===== src/rtl/nibble_sorter_pkg.sv =====
// Shared types and constants for the nibble stream sorter.
package nibble_sorter_pkg;

   typedef logic [3:0] nibble_t;

   localparam int FRAME_LEN = 4;

   typedef enum logic {
      LOAD  = 1'b0,
      DRAIN = 1'b1
   } state_e;

   // Per-slot update request issued by the top each cycle.
   typedef enum logic [1:0] {
      SLOT_IDLE     = 2'd0,
      SLOT_INSERT   = 2'd1,
      SLOT_SHIFT_DN = 2'd2,
      SLOT_SHIFT_UP = 2'd3
   } slot_mode_e;

endpackage


===== src/rtl/nibble_stream_sorter_sort_slot.sv =====
// One slot of the insertion buffer: holds a nibble and chooses hold,
// take-input, or take-neighbour from its own compare against the incoming nibble.
module sort_slot
   import nibble_sorter_pkg::*;
(
   input  logic       clk,
   input  logic       rst,
   input  slot_mode_e mode_i,
   input  logic       valid_i,
   input  nibble_t    din_i,
   input  nibble_t    lower_i,
   input  logic       lower_gt_i,
   input  nibble_t    upper_i,
   output logic       gt_o,
   output nibble_t    q_o,
   output nibble_t    d_o
);

   nibble_t q_q;
   nibble_t d_s;
   logic    gt_s;

   // An empty slot counts as larger than anything so new data lands in it.
   always_comb begin
      gt_s = (!valid_i) || (q_q > din_i);
      d_s  = q_q;
      case (mode_i)
         SLOT_INSERT: begin
            if (lower_gt_i) begin
               d_s = lower_i;
            end else if (gt_s) begin
               d_s = din_i;
            end else begin
               d_s = q_q;
            end
         end
         SLOT_SHIFT_DN: d_s = upper_i;
         SLOT_SHIFT_UP: d_s = lower_i;
         default:       d_s = q_q;
      endcase
   end

   always_ff @(posedge clk) begin
      if (rst) begin
         q_q <= 4'd0;
      end else begin
         q_q <= d_s;
      end
   end

   assign gt_o = gt_s;
   assign q_o  = q_q;
   assign d_o  = d_s;

endmodule


===== src/rtl/nibble_stream_sorter.sv =====
// Four-nibble frame sorter: insertion-sorts a frame on load, then drains it.
// Define NIBBLE_SORTER_DESC_EN to drain largest-first instead of smallest-first.
module nibble_stream_sorter
   import nibble_sorter_pkg::*;
(
   input  logic        clk,
   input  logic        rst,
   input  logic [3:0]  in_data,
   input  logic        in_valid,
   output logic        in_ready,
   output logic [3:0]  out_data,
   output logic        out_valid,
   input  logic        out_ready,
   output logic [15:0] out_word,
   output logic [2:0]  fill
);

   state_e     state_q;
   logic [2:0] fill_q;
   logic       in_ready_q;
   logic       out_valid_q;
   logic [15:0] out_word_q;

   nibble_t [FRAME_LEN-1:0] slot_q;
   nibble_t [FRAME_LEN-1:0] slot_d;
   nibble_t [FRAME_LEN-1:0] lower_s;
   nibble_t [FRAME_LEN-1:0] upper_s;
   logic    [FRAME_LEN-1:0] gt_s;
   logic    [FRAME_LEN-1:0] lower_gt_s;
   logic    [FRAME_LEN-1:0] valid_s;

   logic       accept_s;
   logic       drain_s;
   slot_mode_e mode_s;

   assign accept_s = (state_q == LOAD) && in_ready_q && in_valid;
   assign drain_s  = (state_q == DRAIN) && out_valid_q && out_ready;

   always_comb begin
      mode_s = SLOT_IDLE;
      if (accept_s) begin
         mode_s = SLOT_INSERT;
      end else if (drain_s) begin
`ifdef NIBBLE_SORTER_DESC_EN
         mode_s = SLOT_SHIFT_UP;
`else
         mode_s = SLOT_SHIFT_DN;
`endif
      end else begin
         mode_s = SLOT_IDLE;
      end
   end

   // Slot 0 is the smallest; draining shifts zeros in from the far end.
   for (genvar i = 0; i < FRAME_LEN; i++) begin : g_slot
      assign valid_s[i] = (3'(i) < fill_q);

      if (i == 0) begin : g_lo_edge
         assign lower_s[i]    = 4'd0;
         assign lower_gt_s[i] = 1'b0;
      end else begin : g_lo_link
         assign lower_s[i]    = slot_q[i-1];
         assign lower_gt_s[i] = gt_s[i-1];
      end

      if (i == FRAME_LEN-1) begin : g_hi_edge
         assign upper_s[i] = 4'd0;
      end else begin : g_hi_link
         assign upper_s[i] = slot_q[i+1];
      end

      sort_slot u_slot (
         .clk        (clk),
         .rst        (rst),
         .mode_i     (mode_s),
         .valid_i    (valid_s[i]),
         .din_i      (in_data),
         .lower_i    (lower_s[i]),
         .lower_gt_i (lower_gt_s[i]),
         .upper_i    (upper_s[i]),
         .gt_o       (gt_s[i]),
         .q_o        (slot_q[i]),
         .d_o        (slot_d[i])
      );
   end

   always_ff @(posedge clk) begin
      if (rst) begin
         state_q     <= LOAD;
         fill_q      <= 3'd0;
         in_ready_q  <= 1'b1;
         out_valid_q <= 1'b0;
         out_word_q  <= 16'd0;
      end else begin
         case (state_q)
            LOAD: begin
               if (accept_s) begin
                  fill_q <= fill_q + 3'd1;
                  if (fill_q == 3'(FRAME_LEN-1)) begin
                     state_q     <= DRAIN;
                     in_ready_q  <= 1'b0;
                     out_valid_q <= 1'b1;
                     out_word_q  <= slot_d;
                  end
               end
            end
            DRAIN: begin
               if (drain_s) begin
                  fill_q <= fill_q - 3'd1;
                  if (fill_q == 3'd1) begin
                     state_q     <= LOAD;
                     in_ready_q  <= 1'b1;
                     out_valid_q <= 1'b0;
                  end
               end
            end
            default: begin
               state_q     <= LOAD;
               fill_q      <= 3'd0;
               in_ready_q  <= 1'b1;
               out_valid_q <= 1'b0;
            end
         endcase
      end
   end

   assign in_ready  = in_ready_q;
   assign out_valid = out_valid_q;
   assign out_word  = out_word_q;
   assign fill      = fill_q;
`ifdef NIBBLE_SORTER_DESC_EN
   assign out_data  = slot_q[FRAME_LEN-1];
`else
   assign out_data  = slot_q[0];
`endif

endmodule


===== config.mk =====
export PLATFORM = sky130hd
export DESIGN_NAME = nibble_stream_sorter
export DESIGN_NICKNAME = d
export VERILOG_FILES = /design/src/rtl/nibble_sorter_pkg.sv /design/src/rtl/nibble_stream_sorter_sort_slot.sv /design/src/rtl/nibble_stream_sorter.sv
export SDC_FILE = /design/constraint.sdc
export NUM_CORES = 1
export LEC_CHECK = 0
export ABC_CLOCK_PERIOD_IN_PS = 3200
export BUFFER_PORTS_ARGS = -buffer_cell sky130_fd_sc_hd__buf_2
export CELL_PAD_IN_SITES_DETAIL_PLACEMENT = 1
export CELL_PAD_IN_SITES_GLOBAL_PLACEMENT = 1
export CORE_MARGIN = 5
export CORE_UTILIZATION = 50
export CTS_BUF_LIST = sky130_fd_sc_hd__clkbuf_4 sky130_fd_sc_hd__clkbuf_8
export CTS_CLUSTER_SIZE = 12
export DETAILED_ROUTE_END_ITERATION = 16
export PLACE_DENSITY_LB_ADDON = 0.1
export SETUP_SLACK_MARGIN = 0.15
export SYNTH_ARGS = -nofsm -noshare
export SYNTH_HDL_FRONTEND = slang
export SYNTH_HIERARCHICAL = 1
export SYNTH_SLANG_ARGS = --single-unit

===== constraint.sdc =====
create_clock -name clk -period 3.2 [get_ports clk]
set_clock_uncertainty 0.05 [all_clocks]
set_input_delay 0.64 -clock clk [delete_from_list [all_inputs] [get_ports clk]]
set_output_delay 0.64 -clock clk [all_outputs]
set_load 0.03 [all_outputs]

==> impl_metrics.csv, run 1 <==
group,metric,value,unit
worst_setup_path,worst-path-max-fanout,8,
die,initial_core_util,0.5171,
cts,clock-sinks,38,
grt,antenna_found_initial,0,
detailed_routing,drtAntennaViolNets,0,
cts,cts_root_buffer,"clkbuf_8",
worst_setup_path,regToRegStartpoint,"fill[1]$_SDFFE_PP0P_",
timing,setup_viol,0,
finish,utilization,0.5824,
timing,rsz0062_at_grt,"no",
grt,grt_pass1_vias,2797,
synthesis,avgSynthCellArea,8.723,um^2
worst_setup_path,path_common_cell,"inv_1",
synthesis,synth_area,3062,um^2
min_path,holdPathStages,2,
timing,max_freq,396.3,MHz
worst_setup_path,cp.arrival,2.65,ns
cts,hold_buffers,0,
cts,path_clk_slew,0.08,ns
grt,grt_max_degree,57,
finish,synthToLayoutAreaGrowth,12.63,%
worst_setup_path,startpoint_type,"flip-flop",
finish,final_nets,421,
finish,multi_input_area,2171,um^2
die,dieArea,7788,um^2
timing,hold_viol_final,0,
cts,cts_tree,"done",
timing,tns,0,ns
die,fp.dieH,88.25,um
placement,gp_congestion,0.8310,
grt,track_usage,0.2201,
cts,htreeDepth,2,
cts,clock_latency,0.30,ns
worst_setup_path,required,3.33,ns
status,status,"finished clean",
finish,fillCellCount,739,
detailed_routing,drt_pass1_iterations,4,
timing,slew_viol_final,0,
synthesis,synth_cells,351,
detailed_routing,vias,2669,
worst_setup_path,rr_endpoint,"out_word[9]$_SDFFE_PP0P_",
detailed_routing,post_drt_via_cell_ratio,5.679,
timing,max_slew_margin,0.4222,
worst_setup_path,critPathCapture,"out_word[9]$_SDFFE_PP0P_",
finish,seqCellArea,760.7,um^2
placement,dp_slack,0.3540,ns
worst_setup_path,rrSetupSlack,0.68,ns
cts,cts_made_buffers,5,
worst_setup_path,max_stage_delay,0.40,ns
detailed_routing,drt_iter0_markers,121,
worst_setup_path,r2r_cells,11,
detailed_routing,drt_wl_total,7916,um
placement,numPortBuffers,32,
worst_setup_path,worstSetupStartpoint,"fill[1]$_SDFFE_PP0P_",
die,die_w,88.25,um
cts,post_cts_resized,0,
worst_setup_path,critPathBufInv,3,
min_path,hp-class,"flip-flop to flip-flop",
timing,post-route-period-util,0.7885,
pwr,power,1.457,mW
detailed_routing,wl_per_cell,16.84,um
worst_setup_path,cp.depth,11,
detailed_routing,drc,0,
grt,grt_pass1_wl,13570,um
synthesis,ys_warn_count,6,
worst_setup_path,critPathKind,"flip-flop to flip-flop",
grt,globalRouteOverflowTotal,0,
cts,clock_path_buffers,2,
pwr,leakage,1.393,nW
finish,antenna_cells,0,
timing,finalCriticalPeriod,2.523,ns
die,row_count,28,
finish,drive_gt1_frac,0.1949,
pwr,vdd_drop_max,0.0002297,V
die,core_area,5921,um^2
placement,hpwl,6003,um
timing,whs,0.4243,ns
worst_setup_path,critPathTopFamily,"compound AO/OA/AOI/OAI gates",
timing,setup_ws,0.6767,ns
pwr,powerDensity,422.5,nW/um^2
worst_setup_path,end_kind,"flip-flop",
worst_setup_path,cp_slowest_cell,"dfxtp_1",
timing,tightest_slew,0.8666,ns
worst_setup_path,cp_cell_sequence,"inv_1 > ha_1 > a21boi_0 > inv_1 > a211oi_2 > a21o_4 > inv_1 > a2111oi_2 > nor2_1 > nand2b_1 > mux2i_1",
cts,postCtsSetupRepairBufs,0,
die,io_pins,33,
flow_run,drv_cap,0,
## tightest hold or removal path, delay by kind of cell (launching register included)
| kind | cells | cell delay (ns) |
|---|---|---|
| flip-flops | 1 | 0.32 |
| multiplexers | 1 | 0.05 |
| AND/OR/NAND/NOR | 1 | 0.06 |
## layout make-up
type / instances / area share
Sequential cell: 38 / 0.2206
Multi-Input combinational cell: 289 / 0.6295
Clock inverter: 3 / 0.01996
Tap cell: 75 / 0.02721
Timing Repair Buffer: 34 / 0.05443
Inverter: 26 / 0.02830
Clock buffer: 5 / 0.01996
## how the worst min path moves through the flow
| stage | to | slack [ns] | from |
|---|---|---|---|
| 2_1_floorplan | state_q$_SDFF_PP0_ | 0.40 | state_q$_SDFF_PP0_ |
| 3_3_place_gp | out_word[9]$_SDFFE_PP0P_ | 0.40 | out_word[9]$_SDFFE_PP0P_ |
| 3_5_place_dp | out_word[10]$_SDFFE_PP0P_ | 0.41 | out_word[10]$_SDFFE_PP0P_ |
| 4_1_cts | out_word[6]$_SDFFE_PP0P_ | 0.43 | out_word[6]$_SDFFE_PP0P_ |
| 5_1_grt | out_word[6]$_SDFFE_PP0P_ | 0.45 | out_word[6]$_SDFFE_PP0P_ |
| 6_report | out_word[13]$_SDFFE_PP0P_ | 0.42 | out_word[13]$_SDFFE_PP0P_ |
## metal layers
metal,track usage,wire length (um),vias to the layer above
met4,0.05357,102,0
met2,0.3617,3637,40
met3,0.03911,243,10
li1,-,-,1338
met5,0,0,-
met1,0.3001,3933,1281
## cell usage in the layout (no fill, tap or decap), types with 2 or more instances in the layout
cell and count:
o21ai_1 4, o21ai_0 17, nand2_1 2, buf_2 32, a211oi_1 12, nand4b_1 2
nor3b_1 4, o211ai_2 4, a21oi_1 18, nand4_1 5, nor2_1 19, nor2b_2 4
a21o_4 4, ha_1 19, inv_1 26, and2b_1 4, dfxtp_1 38, a211oi_2 4
nand3_1 17, a2111oi_2 16, nor3_1 14, bufinv_16 2, conb_1 20, nand2b_1 36
or2b_1 12, mux2i_1 34, a21o_1 4, clkbuf_8 5, nor2b_1 4
## power by group
part           internal (mW)  switching [mW]  leakage [nW]
clock network          0.312           0.191        0.0683
logic                  0.165           0.246          1.02
registers              0.497          0.0452         0.309
total                  0.975           0.482          1.39
## state kept, by name, indices dropped and copies added (netlist names)
name	count
g_slot.u_slot/q_o	16
in_ready	1
fill	3
out_valid	1
out_word	16
state_q	1
## metrics by stage
stage	cells	cell area [um^2]
after detailed placement	462	3311
after floorplan	370	3133
final	470	3448
after CTS	470	3448
after global routing	470	3448
after global placement	462	3311
(Power assumes the default switching activity.)
==> run 2, diff against run 1 <==
Settings changed: ABC_AREA set to 1, ABC_CLOCK_PERIOD_IN_PS 3200 to 2040, CORE_UTILIZATION 50 to 38.
Clock period 3.2 ns to 2.04 ns, I/O delays scaled along.
==> run 2 against run 1 <==
  * Global-route usage fell by 1.7 points
  * Sequential cell count is the same
  * Via count is 27% higher
  * Critical path type is now primary input to flip-flop
  * Synthesized cell count grew 37%
  * Count of clock-buffer cells in the layout is the same
==> impl_metrics.csv, run 2 <==
group,metric,value,unit
status,status,"finished clean",
timing,post-route-period-util,0.9166,
grt,globalRouteOverflowTotal,0,
synthesis,yosysTopAreaCellShare,0.2624,
cts,hold_buffers,0,
timing,max_slew_margin,0.6586,
cts,clock-sinks,38,
flow_run,drv_cap,0,
grt,grt_pass1_vias,3287,
detailed_routing,drtAntennaViolNets,0,
finish,final_area,4190,um^2
detailed_routing,drt_wl_total,11110,um
finish,final_nets,604,
worst_setup_path,startpoint_type,"primary input",
detailed_routing,wl_per_cell,16.40,um
detailed_routing,vias,3388,
die,dieArea,9476,um^2
timing,max_freq,534.8,MHz
pwr,powerDensity,571.9,nW/um^2
cts,path_clk_slew,0.08,ns
timing,slew_viol_final,0,
placement,gp_congestion,0.8545,
synthesis,synth_edf_count,0,
detailed_routing,post_drt_via_cell_ratio,5.004,
grt,met3_usage,0.03230,
placement,dp_slack,-0.2250,ns
synthesis,synth_area,2899,um^2
min_path,hp-class,"flip-flop to flip-flop",
grt,grtUsageMet2,0.3328,
grt,track_usage,0.2027,
synthesis,yosysTopAreaCell,"dfxtp_1",
worst_setup_path,worst-path-max-fanout,6,
detailed_routing,drt_pass1_iterations,4,
cts,clock_latency,0.29,ns
finish,mostFrequentLayoutCell,"nand3_1",
synthesis,ys_warn_count,6,
cts,clock_path_buffers,2,
finish,antenna_cells,0,
grt,grt_pass1_wl,15740,um
timing,hold_viol_final,0,
cts,htreeDepth,2,
timing,tightest_slew,0.5115,ns
die,io_pins,33,
die,initial_core_util,0.3955,
timing,setup_ws,0.1701,ns
grt,grt-busiest-layer,"met2",
die,core_area,7331,um^2
synthesis,synthArstFlopShare,0,
cts,cts_made_buffers,5,
synthesis,synth_ff_type,"dfxtp_1",
timing,whs,0.4477,ns
pwr,vdd_drop_max,0.0006508,V
worst_setup_path,end_kind,"flip-flop",
grt,antenna_found_initial,0,
pwr,power,2.397,mW
cts,cts_root_buffer,"clkbuf_8",
synthesis,synth_area_leaders,"dfxtp_1, nand3_1, nand2_1",
finish,drive_gt1_frac,0.4118,
cts,cts_tree,"done",
placement,dp_cells,656,
die,die_w,97.35,um
finish,fillCellCount,999,
synthesis,synth_seq_cells,38,
detailed_routing,drt_iter0_markers,190,
timing,finalCriticalPeriod,1.870,ns
synthesis,yosysSeqAreaShare,0.2624,
finish,synthToLayoutAreaGrowth,44.54,%
placement,hpwl,7571,um
worst_setup_path,cp.arrival,2.01,ns
synthesis,synth_cells,480,
synthesis,synth.top_cells.by_count,"nand2_1, nand3_1, nor2_1",
pwr,leakage,2.144,nW
timing,rsz0062_at_grt,"yes",
die,row_count,31,
worst_setup_path,critPathKind,"primary input to flip-flop",
placement,placedInstanceArea,3503,um^2
synthesis,yosysUniqueCellTypes,23,
worst_setup_path,required,2.18,ns
grt,grt_util_met1,0.2793,
placement,numPortBuffers,32,
detailed_routing,drc,0,
synthesis,avgSynthCellArea,6.040,um^2
timing,setup_viol,0,
die,fp.dieH,97.35,um
synthesis,yosysMostFrequentCell,"nand2_1",
finish,final_cell_mix,"nand3_1, nand2_1, nor2_1",
grt,grt_max_degree,34,
finish,final_cell_count_no_fill,677,
-- run 2: final timing paths --
path	startpoint	end	slack (ns)	cells past startpoint
worst max-delay path	in_data[2]	out_word[11]$_SDFFE_PP0P_	0.17	18
worst min-delay path	out_valid$_SDFFE_PP0P_	out_valid$_SDFFE_PP0P_	0.45	2
worst max register to register	g_slot[2].u_slot/q_o[2]$_SDFF_PP0_	out_word[11]$_SDFFE_PP0P_	0.18	15
worst min register to register	out_valid$_SDFFE_PP0P_	out_valid$_SDFFE_PP0P_	0.45	2
-- run 2: critical path: stages --
cell and delay (ns):
buf_2 0.16, inv_1 0.10, ha_4 0.25, nand2_2 0.07
inv_2 0.04, nand2_1 0.06, nand2_1 0.06, nand2_2 0.10
nand2_4 0.07, buf_6 0.13, nand2_1 0.05, nand3_1 0.06
nand2_1 0.06, nand2_1 0.06, nand2_2 0.07, inv_1 0.06
nor2_1 0.12, nor2_1 0.06
-- run 2: layout make-up --
cell class	instances	area, um^2	share of cell area
Multi-Input combinational cell	365	2166	0.5169
Sequential cell	38	809.5	0.1932
Timing Repair Buffer	86	649.4	0.1550
Inverter	81	327.8	0.07823
Tap cell	99	123.9	0.02956
Clock buffer	5	68.82	0.01642
Clock inverter	3	45.04	0.01075
-- run 2: what timing repair did --
action,CTS,global route
gates resized for setup,7,119
gates cloned,0,2
setup endpoints to repair,12,26
pin swaps,0,58
buffers inserted,0,11
-- run 2: stage by stage --
stage	setup TNS [ns]	util
after global placement	-1.792	0.4779
after floorplan	0	-
after global routing	0	0.5716
final	0	0.5716
after detailed placement	-3.130	0.4779
after CTS	0	0.4951
-- run 2: kinds of logic (layout without fill, tap and decap cells) --
family          Yosys count  after routing  synth area share
flops                    38             38            0.2624
simple gates            304            304            0.4687
other cells               1             13          0.001294
fa+ha+maj                19             19           0.08200
buf+inv                  89            175            0.1329
compound gates           29             29           0.05265
-- run 2: where the power goes --
part	internal [mW]	switching, mW	leakage [nW]
registers	0.781	0.0475	0.320
logic	0.365	0.544	1.77
clock network	0.364	0.295	0.0504
total	1.51	0.886	2.14
-- run 2: routing by layer --
metal	vias to the layer above	share of wire
met5	-	0
met4	0	0.0065
li1	1680	-
met1	1630	0.47
met2	69	0.49
met3	9	0.036
